File: src/rtl/neander_pkg.sv
// Shared definitions for the Neander accumulator core: opcodes, controller
// states, ALU operation codes and small opcode classification helpers.
package neander_pkg;

  localparam logic [3:0] OP_NOP = 4'h0;
  localparam logic [3:0] OP_STA = 4'h1;
  localparam logic [3:0] OP_LDA = 4'h2;
  localparam logic [3:0] OP_ADD = 4'h3;
  localparam logic [3:0] OP_OR  = 4'h4;
  localparam logic [3:0] OP_AND = 4'h5;
  localparam logic [3:0] OP_NOT = 4'h6;
  localparam logic [3:0] OP_JMP = 4'h8;
  localparam logic [3:0] OP_JN  = 4'h9;
  localparam logic [3:0] OP_JZ  = 4'hA;
  localparam logic [3:0] OP_HLT = 4'hF;

  typedef enum logic [2:0] {
    ST_BOOT,
    ST_FETCH,
    ST_DECODE,
    ST_ADDR,
    ST_READ,
    ST_WRITE,
    ST_HALT
  } state_t;

  typedef enum logic [2:0] {
    ALU_PASS,
    ALU_ADD,
    ALU_OR,
    ALU_AND,
    ALU_NOT
  } alu_op_t;

  // Instructions that fetch an operand address and then touch data memory.
  function automatic logic is_mem_op(input logic [3:0] op);
    return (op == OP_STA) || (op == OP_LDA) || (op == OP_ADD) ||
           (op == OP_OR)  || (op == OP_AND);
  endfunction

  // Instructions whose operand word is a new PC value.
  function automatic logic is_jump(input logic [3:0] op);
    return (op == OP_JMP) || (op == OP_JN) || (op == OP_JZ);
  endfunction

  // ALU operation used when an instruction writes the accumulator.
  function automatic alu_op_t alu_op_for(input logic [3:0] op);
    alu_op_t r;
    case (op)
      OP_ADD:  r = ALU_ADD;
      OP_OR:   r = ALU_OR;
      OP_AND:  r = ALU_AND;
      OP_NOT:  r = ALU_NOT;
      default: r = ALU_PASS;
    endcase
    return r;
  endfunction

endpackage

File: src/rtl/neander_alu.sv
// Combinational Neander ALU. Operand a is the accumulator, b the memory word.
// Addition wraps with no carry out; flags are derived from the result.
module neander_alu
  import neander_pkg::*;
#(
  parameter int DATA_WIDTH = 8
) (
  input  alu_op_t               op,
  input  logic [DATA_WIDTH-1:0] a,
  input  logic [DATA_WIDTH-1:0] b,
  output logic [DATA_WIDTH-1:0] result,
  output logic [1:0]            nz
);

  // Select the result for the requested operation.
  always_comb begin
    result = b;
    case (op)
      ALU_PASS: result = b;
      ALU_ADD:  result = a + b;
      ALU_OR:   result = a | b;
      ALU_AND:  result = a & b;
      ALU_NOT:  result = ~a;
      default:  result = b;
    endcase
  end

  assign nz = {result[DATA_WIDTH-1], (result == '0)};

endmodule

File: src/rtl/neander_core.sv
// Neander accumulator processor core with an external single-port memory
// bus. Every memory access completes on an edge where mem_req & mem_ready;
// while mem_ready is low all state and bus outputs hold.
//
// state    | meaning
// ---------+-----------------------------------------------------------
// BOOT     | one idle cycle after reset, no bus request
// FETCH    | read opcode word at PC, PC advances
// DECODE   | execute single-word ops, resolve branch condition
// ADDR     | read operand word at PC; jumps load PC from it
// READ     | read data at operand, AC <= ALU(AC, data)
// WRITE    | write AC at operand
// HALT     | stopped by HLT until reset
module neander_core
  import neander_pkg::*;
#(
  parameter int                    DATA_WIDTH = 8,
  parameter int                    ADDR_WIDTH = 8,
  parameter logic [ADDR_WIDTH-1:0] RESET_PC   = '0
) (
  input  logic                  clk_geral,
  input  logic                  reset_geral,
  output logic                  mem_req,
  output logic                  mem_we,
  output logic [ADDR_WIDTH-1:0] mem_addr,
  output logic [DATA_WIDTH-1:0] mem_wdata,
  input  logic [DATA_WIDTH-1:0] mem_rdata,
  input  logic                  mem_ready,
  output logic [ADDR_WIDTH-1:0] pc_out,
  output logic [DATA_WIDTH-1:0] ac_out,
  output logic [1:0]            nz_out,
  output logic                  halted,
  output logic                  retire
);

  localparam logic [ADDR_WIDTH-1:0] PC_ONE = {{(ADDR_WIDTH-1){1'b0}}, 1'b1};

  state_t                  state;
  logic [ADDR_WIDTH-1:0]   pc;
  logic [ADDR_WIDTH-1:0]   operand;
  logic [DATA_WIDTH-1:0]   ac;
  logic [3:0]              ir_op;
  logic                    flag_n;
  logic                    flag_z;

  alu_op_t                 alu_op;
  logic [DATA_WIDTH-1:0]   alu_result;
  logic [1:0]              alu_nz;

  logic                    branch_taken;
  logic                    decode_to_addr;

  // Only the opcode nibble of IR is ever consulted, so only it is kept.
  assign alu_op         = alu_op_for(ir_op);
  assign branch_taken   = ((ir_op == OP_JN) && flag_n) || ((ir_op == OP_JZ) && flag_z);
  assign decode_to_addr = is_mem_op(ir_op) || (ir_op == OP_JMP) || branch_taken;

  neander_alu #(
    .DATA_WIDTH(DATA_WIDTH)
  ) u_alu (
    .op    (alu_op),
    .a     (ac),
    .b     (mem_rdata),
    .result(alu_result),
    .nz    (alu_nz)
  );

  // Controller and architectural registers; every transition out of a bus
  // state is gated by mem_ready so wait states freeze the whole core.
  always_ff @(posedge clk_geral) begin
    if (reset_geral) begin
      state   <= ST_BOOT;
      pc      <= RESET_PC;
      operand <= '0;
      ac      <= '0;
      ir_op   <= OP_NOP;
      flag_n  <= 1'b0;
      flag_z  <= 1'b1;
    end else begin
      case (state)
        ST_BOOT: state <= ST_FETCH;

        ST_FETCH: begin
          if (mem_ready) begin
            ir_op <= mem_rdata[DATA_WIDTH-1 -: 4];
            pc    <= pc + PC_ONE;
            state <= ST_DECODE;
          end
        end

        ST_DECODE: begin
          if (ir_op == OP_HLT) begin
            state <= ST_HALT;
          end else if (decode_to_addr) begin
            state <= ST_ADDR;
          end else begin
            state <= ST_FETCH;
            if (ir_op == OP_NOT) begin
              ac     <= alu_result;
              flag_n <= alu_nz[1];
              flag_z <= alu_nz[0];
            end
            // An untaken branch still has to step over its operand word.
            if ((ir_op == OP_JN) || (ir_op == OP_JZ)) begin
              pc <= pc + PC_ONE;
            end
          end
        end

        ST_ADDR: begin
          if (mem_ready) begin
            operand <= mem_rdata[ADDR_WIDTH-1:0];
            if (is_jump(ir_op)) begin
              pc    <= mem_rdata[ADDR_WIDTH-1:0];
              state <= ST_FETCH;
            end else begin
              pc    <= pc + PC_ONE;
              state <= (ir_op == OP_STA) ? ST_WRITE : ST_READ;
            end
          end
        end

        ST_READ: begin
          if (mem_ready) begin
            ac     <= alu_result;
            flag_n <= alu_nz[1];
            flag_z <= alu_nz[0];
            state  <= ST_FETCH;
          end
        end

        ST_WRITE: begin
          if (mem_ready) begin
            state <= ST_FETCH;
          end
        end

        ST_HALT: state <= ST_HALT;

        default: state <= ST_BOOT;
      endcase
    end
  end

  // Bus outputs decode the registered state only, so they cannot move
  // during a wait.
  assign mem_req   = (state == ST_FETCH) || (state == ST_ADDR) ||
                     (state == ST_READ)  || (state == ST_WRITE);
  assign mem_we    = (state == ST_WRITE);
  assign mem_addr  = ((state == ST_READ) || (state == ST_WRITE)) ? operand : pc;
  assign mem_wdata = ac;

  // Retire flags the cycle whose closing edge finishes an instruction.
  always_comb begin
    retire = 1'b0;
    case (state)
      ST_DECODE: retire = !decode_to_addr;
      ST_ADDR:   retire = mem_ready && is_jump(ir_op);
      ST_READ:   retire = mem_ready;
      ST_WRITE:  retire = mem_ready;
      default:   retire = 1'b0;
    endcase
  end

  assign pc_out = pc;
  assign ac_out = ac;
  assign nz_out = {flag_n, flag_z};
  assign halted = (state == ST_HALT);

endmodule

File: config.mk
export PLATFORM = sky130hd
export DESIGN_NAME = neander_core
export DESIGN_NICKNAME = d
export VERILOG_FILES = /design/src/rtl/neander_pkg.sv /design/src/rtl/neander_alu.sv /design/src/rtl/neander_core.sv
export SDC_FILE = /design/constraint.sdc
export NUM_CORES = 1
export LEC_CHECK = 0
export BUFFER_PORTS_ARGS = -buffer_cell sky130_fd_sc_hd__buf_2
export CAP_MARGIN = 25
export CORE_UTILIZATION = 33
export DETAILED_ROUTE_END_ITERATION = 16
export GPL_ROUTABILITY_DRIVEN = 0
export REMOVE_ABC_BUFFERS = 1
export SLEW_MARGIN = 0
export SYNTH_ARGS = -nofsm -noshare
export SYNTH_HDL_FRONTEND = slang
export SYNTH_SLANG_ARGS = --single-unit
export TNS_END_PERCENT = 1
File: constraint.sdc
create_clock -name clk_geral -period 4.9 [get_ports clk_geral]
set_clock_uncertainty 0.1 [all_clocks]
set_input_delay 0.49 -clock clk_geral [delete_from_list [all_inputs] [get_ports clk_geral]]
set_output_delay 0.49 -clock clk_geral [all_outputs]
set_load 0.01 [all_outputs]
## Yosys cells after proc, flatten, opt, wreduce, memory -nomap -nowiden

Index checks and enable logic that the tools add are counted.
W data, S select, Z words.

| word-level totals | value |
|---|---|
| output and inout port bits | 38 |
| RAM bits | 0 |
| memories | 0 |
| input port bits | 11 |
| bits in latches | 0 |
| bits in read-only memories | 0 |
| bits in registers | 33 |
| word-level logic and storage cells | 102 |

| operators by class | value |
|---|---|
| $mul | 0 |
| eq/ne operators | 28 |
| shift operators | 0 |
| reduce and logical (&&, ||, !) cells | 28 |
| multiplexer cells | 34 |
| bitwise operators | 3 |
| divide/modulo/power cells | 0 |
| order comparisons | 0 |
| $add $sub $neg | 2 |

Operators with widths:

| cell | count |
|---|---|
| $mux W8 | 11 |
| $pmux W8 S4 | 1 |
| $pmux W8 S3 | 1 |
| $pmux W3 S6 | 1 |
| $eq A4 B4 Y1 const B | 4 |
| $pmux W8 S2 | 1 |
| $mux W3 | 5 |
| $logic_or A1 B1 Y1 | 14 |
| $ne A2 B2 Y1 const B | 7 |
| $eq A3 B2 Y1 const B | 4 |
| $eq A3 B3 Y1 const B | 4 |
| $eq A4 B3 Y1 const B | 3 |
| $pmux W3 S4 | 1 |
| $mux W1 | 9 |
| $add A8 B1 Y8 const B | 1 |
| $add A8 B8 Y8 | 1 |
| $and A8 B8 Y8 | 1 |
| $eq A4 B2 Y1 const B | 2 |
| $logic_not A8 Y1 | 1 |
| $not A8 Y8 | 1 |
| $or A8 B8 Y8 | 1 |
| $eq A3 B1 Y1 const B | 2 |
| $reduce_and A6 Y1 | 1 |
| $reduce_and A5 Y1 | 1 |
| other kinds (13) | 17 |

## Longest topological paths before layout

| logic depth | value |
|---|---|
| word-level depth | 10 |
| depth in mapped cells | 9 |
| depth with buffers taken out | 8 |

## Hierarchy

From an unflattened synthesis, not the netlist that was laid out.

| unflattened totals | value |
|---|---|
| cell total of the unflattened synthesis | 373 |
| area, all modules | 2882.8 um^2 |

By module, submodules not included:

| module | sequential area each (um^2) | cells an instance | area each (um^2) | times used |
|---|---|---|---|---|
| neander_core | 660.6 | 235 | 1943.1 | 1 |
| neander_alu | 0.0 | 138 | 939.7 | 1 |

## Least setup slack after synthesis

Ideal clock, no wire load.

| timing | value |
|---|---|
| kind | input-to-reg |
| start | in mem_rdata[0] |
| end | reg flag_z |
| path buffers | 0 |
| required time | 4716 ps |
| slack | 2567 ps |
| stages | 8 |
| library setup time | 84 ps |
| data arrival time | 2148 ps |
| cell sequence | ha_1 -> fa_1 -> a21o_1 -> a211oi_1 -> nor2_1 -> a221oi_1 -> nand4_1 -> o31ai_2 |

| between the ends | value |
|---|---|
| longest elaborated chain between the ends | 7 |
| elaborated cells between the ends (all ways) | 10 |
| classes of those cells | 1 x add/sub; 6 x mux; 2 x bitwise; 1 x reduce/logical |

Ends and longest elaborated chain:

| element | line | source |
|---|---|---|
| start: declaration | neander_core.sv:27 | `input logic [DATA_WIDTH-1:0] mem_rdata,` |
| $add A8 B8 Y8, or another cell as far along | neander_alu.sv:20 | `ALU_ADD: result = a + b;` |
| $pmux W8 S4 (*) | neander_alu.sv:18 | `case (op)` |
| $logic_not A8 Y1 (*) | neander_alu.sv:28 | `assign nz = {result[DATA_WIDTH-1], (result == '0)};` |
| $mux W1 | neander_core.sv:98 | `if (ir_op == OP_NOT) begin` |
| $mux W1 | neander_core.sv:94 | `end else if (decode_to_addr) begin` |
| $mux W1 | neander_core.sv:92 | `if (ir_op == OP_HLT) begin` |
| $pmux W1 S2 (*) | neander_core.sv:80 | `case (state)` |
| end signal: assignment | neander_core.sv:101 | `flag_z <= alu_nz[0];` |
| end signal: assignment | neander_core.sv:127 | `flag_z <= alu_nz[0];` |
| end: declaration | neander_core.sv:44 | `logic flag_z;` |

Mark *: on every way between the ends. The rest lies on a longest branch, timed or not. The select of a mux whose other input is x is not followed.
A chain may end at the register's enable or synchronous reset.

## Final worst setup path

| timing | value |
|---|---|
| start | reg state[1] |
| end | out mem_addr[6] |

| between the ends | value |
|---|---|
| longest elaborated chain between the ends | 3 |
| elaborated cells between the ends (all ways) | 4 |
| classes of those cells | 2 x eq/ne; 1 x mux; 1 x reduce/logical |

Ends and longest elaborated chain:

| element | line | source |
|---|---|---|
| start: declaration | neander_core.sv:38 | `state_t state;` |
| start signal: assignment | neander_core.sv:118 | `state <= (ir_op == OP_STA) ? ST_WRITE : ST_READ;` |
| $eq A3 B3 Y1 | neander_core.sv:150 | `assign mem_addr = ((state == ST_READ) \|\| (state == ST_WRITE)) ? operand : pc;` |
| $logic_or A1 B1 Y1 (*) | neander_core.sv:150 |  |
| $mux W8 (*) | neander_core.sv:150 |  |
| end: declaration | neander_core.sv:25 | `output logic [ADDR_WIDTH-1:0] mem_addr,` |

Mark *: on every way between the ends. The rest lies on a longest branch, timed or not.

==> run summary <==
outcome - finished, final reports clean
final sum of negative setup slack - 0 ns
LEAKAGE - 1.25 nW
fmax - 360 MHz
Least-Margin Pin Slew - 1.01 ns
reg-to-reg endpoint - ac_out[3]
Die X - 92.7 um
Cell Rows - 32
fill count - 863
CTS clock-pin slew for the worst setup and hold paths - 0.07 ns
Ports - 49
final total power - 0.000636 W
die area - 0.00860 mm^2
final hold viol count - 0
Congestion Overflow GR - 0
Post-DP HPWL - 5110 um
CTS tree - yes
Crit Path Max Fanout - 18
CP Data Arrival Time - 2.19 ns
reg2reg start - state[1]
first-pass GRT wire length - 11,400 um
Setup crit start - state[1]
number of synthesized flops with an enable pin - 0
Antenna Cells - 0
antenna violations before repair - 0
post-CTS sizing - 0
Worst IR Drop VDD - 125 uV
Post-CTS Setup Bufs - 0
vias in the first global route - 2,313
CTS Buf Count - 5
layout cell share with drive strength beyond 1 - 20.5%
crit path cell chain - nor2b_1, mux2_2, buf_2
Setup Crit Path Kind - register to output port
Max Cap Violations - 0
synthesized instance count - 352
Worst setup SP type - register
post-route ant nets - 0
Slew HR - 32.8%
Avg Inst Size Synth - 7.72 um^2
synth warn - 0
Starting Density - 34.6%
Final setup violation count - 0
number of buffers inserted by port buffering - 48
DR vias/cell - 5.33
Worst Setup End Kind - output port
post-synthesis sequential area ratio - 23.6%
flop-to-flop setup slack - 2.32 ns
fin. max-slew vios - 0
core outline area - 0.00785 mm^2
Pre-Repair DR Iteration Count - 4
CP peak stage delay - 0.85 ns
fin crit period - 2.78 ns
worst hold slack - 0.352 ns
TritonCTS Sinks - 32
hold-fix buffer count after cts - 0
pin count of the biggest net entering global routing - 33
CTS root buffer - clkbuf_8
Max Root-Sink Buffers - 2
Routed Wire Length - 7010 um
nets@finish - 403
initial drt markers - 187
crit path max-delay cell type - nor2b_1
Layout area overhead - 9.67%
Worst EP required - 4.31 ns
die height - 92.7 um
RSZ-0062 raised after global routing - no
clk_lat worst skew - 0.29 ns
power per cell area - 214 mW/mm^2
Post-Syn Area - 0.00272 mm^2
flops & latches, synth - 32
cells on worst reg2reg path - 5
critical path endpoint - mem_addr[6]
hold depth - 2
H-Tree Depth - 2
Post-synth ARST share - 0%
Tcrit/Tclk final - 56.7%
worst hold path class - register to register
overall routing resource usage - 16.6%
library cells used by synthesis - 66
ys flop type - dfxtp_1
Via Count - 2,542
routed length per instance - 14.7 um
DRC Markers - 0
worst max-delay path: cells and delay by family (launching register included):
family | cells | cell delay [ns]
buf+inv | 1 | 0.14
flops | 1 | 0.47
simple gates | 1 | 0.85
mux | 1 | 0.43
worst min path at each step:
stage / startpoint / slack, ns / endpoint
2_1_floorplan: operand[0] / 0.33 / operand[0]
3_3_place_gp: operand[1] / 0.34 / operand[1]
3_5_place_dp: operand[3] / 0.34 / operand[3]
4_1_cts: operand[3] / 0.36 / operand[3]
5_1_grt: operand[3] / 0.38 / operand[3]
6_report: operand[3] / 0.35 / operand[3]
layout make-up:
class                      instances  area, um^2  area share (%)
multi-input combinational        269        1800            60.3
inverter                          18        67.6            2.27
tap                              102         128            4.28
sequential                        32         641            21.5
timing repair buffer              48         240            8.06
clock buffer                       6        72.6            2.44
clock inverter                     2        35.0            1.18
logic make-up (layout without fill, tap and decap cells):
| logic type | count (synthesis) | in the layout | synth area share [%] |
|---|---|---|---|
| adders and majority gates | 18 | 18 | 8.57 |
| AOI/OAI and AO/OA | 109 | 109 | 26.5 |
| and+or+nand+nor | 122 | 122 | 23.4 |
| buffers and inverters | 51 | 74 | 10.3 |
| DFF | 32 | 32 | 23.6 |
| xor gates and xnor gates | 6 | 6 | 1.93 |
| muxes | 14 | 14 | 5.71 |
layer usage:
| metal | global-route usage (%) | vias to the layer above | wire length (um) |
|---|---|---|---|
| met5 | 0 | - | 0 |
| met4 | 4.74 | 0 | 106 |
| met3 | 3.45 | 12 | 284 |
| met2 | 27.7 | 55 | 3330 |
| met1 | 21.6 | 1191 | 3280 |
| li1 | - | 1284 | - |
synth_stat cells (5+ instances only):
library cell  number  area, um^2
a211oi_1           7        52.6
a21oi_1           33         165
nor2_1            21        78.8
mux2_2            12         135
nand2b_1           8        50.1
dfxtp_1           32         641
clkbuf_1           8        30.0
a21o_1             7        52.6
o21ai_0           14        70.1
ha_1              17         213
nor3b_1            5        37.5
buf_4             14         105
o21ai_1            8        40.0
or2_1              5        31.3
and2_1             6        37.5
nand2_1           40         150
nor2b_1            8        50.1
xor2_1             5        43.8
inv_1             18        67.6
state kept, by name (all words and copies together), names as in the netlist:
register,cells
ac_out,8
flag_z,1
ir_op,4
operand,8
pc_out,8
state,3
per-stage QoR:
stage	setup WS, ns	instances	util (%)	area (um^2)
final	2.12	477	38.0	2980
after global routing	2.03	477	38.0	2980
after CTS	2.13	477	38.0	2980
after detailed placement	2.25	469	36.6	2870
after global placement	2.30	469	36.6	2870
after floorplan	2.57	319	-	2500
cells in the final DEF (no fill, tap or decap), types with 5 or more instances in the layout:
cell / instances
a211oi_1: 7
a21o_1: 7
a21oi_1: 33
and2_1: 6
buf_2: 48
clkbuf_8: 5
dfxtp_1: 32
ha_1: 17
inv_1: 18
mux2_2: 12
nand2_1: 40
nand2b_1: 8
nor2_1: 21
nor2b_1: 8
nor3b_1: 5
o21ai_0: 14
o21ai_1: 8
or2_1: 5
xor2_1: 5
power breakdown:
group / internal [W] / leakage (nW) / switching [W] / total, W
logic: 0.0000406 / 0.938 / 0.0000559 / 0.0000965
clock network: 0.000151 / 0.0552 / 0.000106 / 0.000257
registers: 0.000265 / 0.259 / 0.0000171 / 0.000283
(Power assumes the default switching activity.)
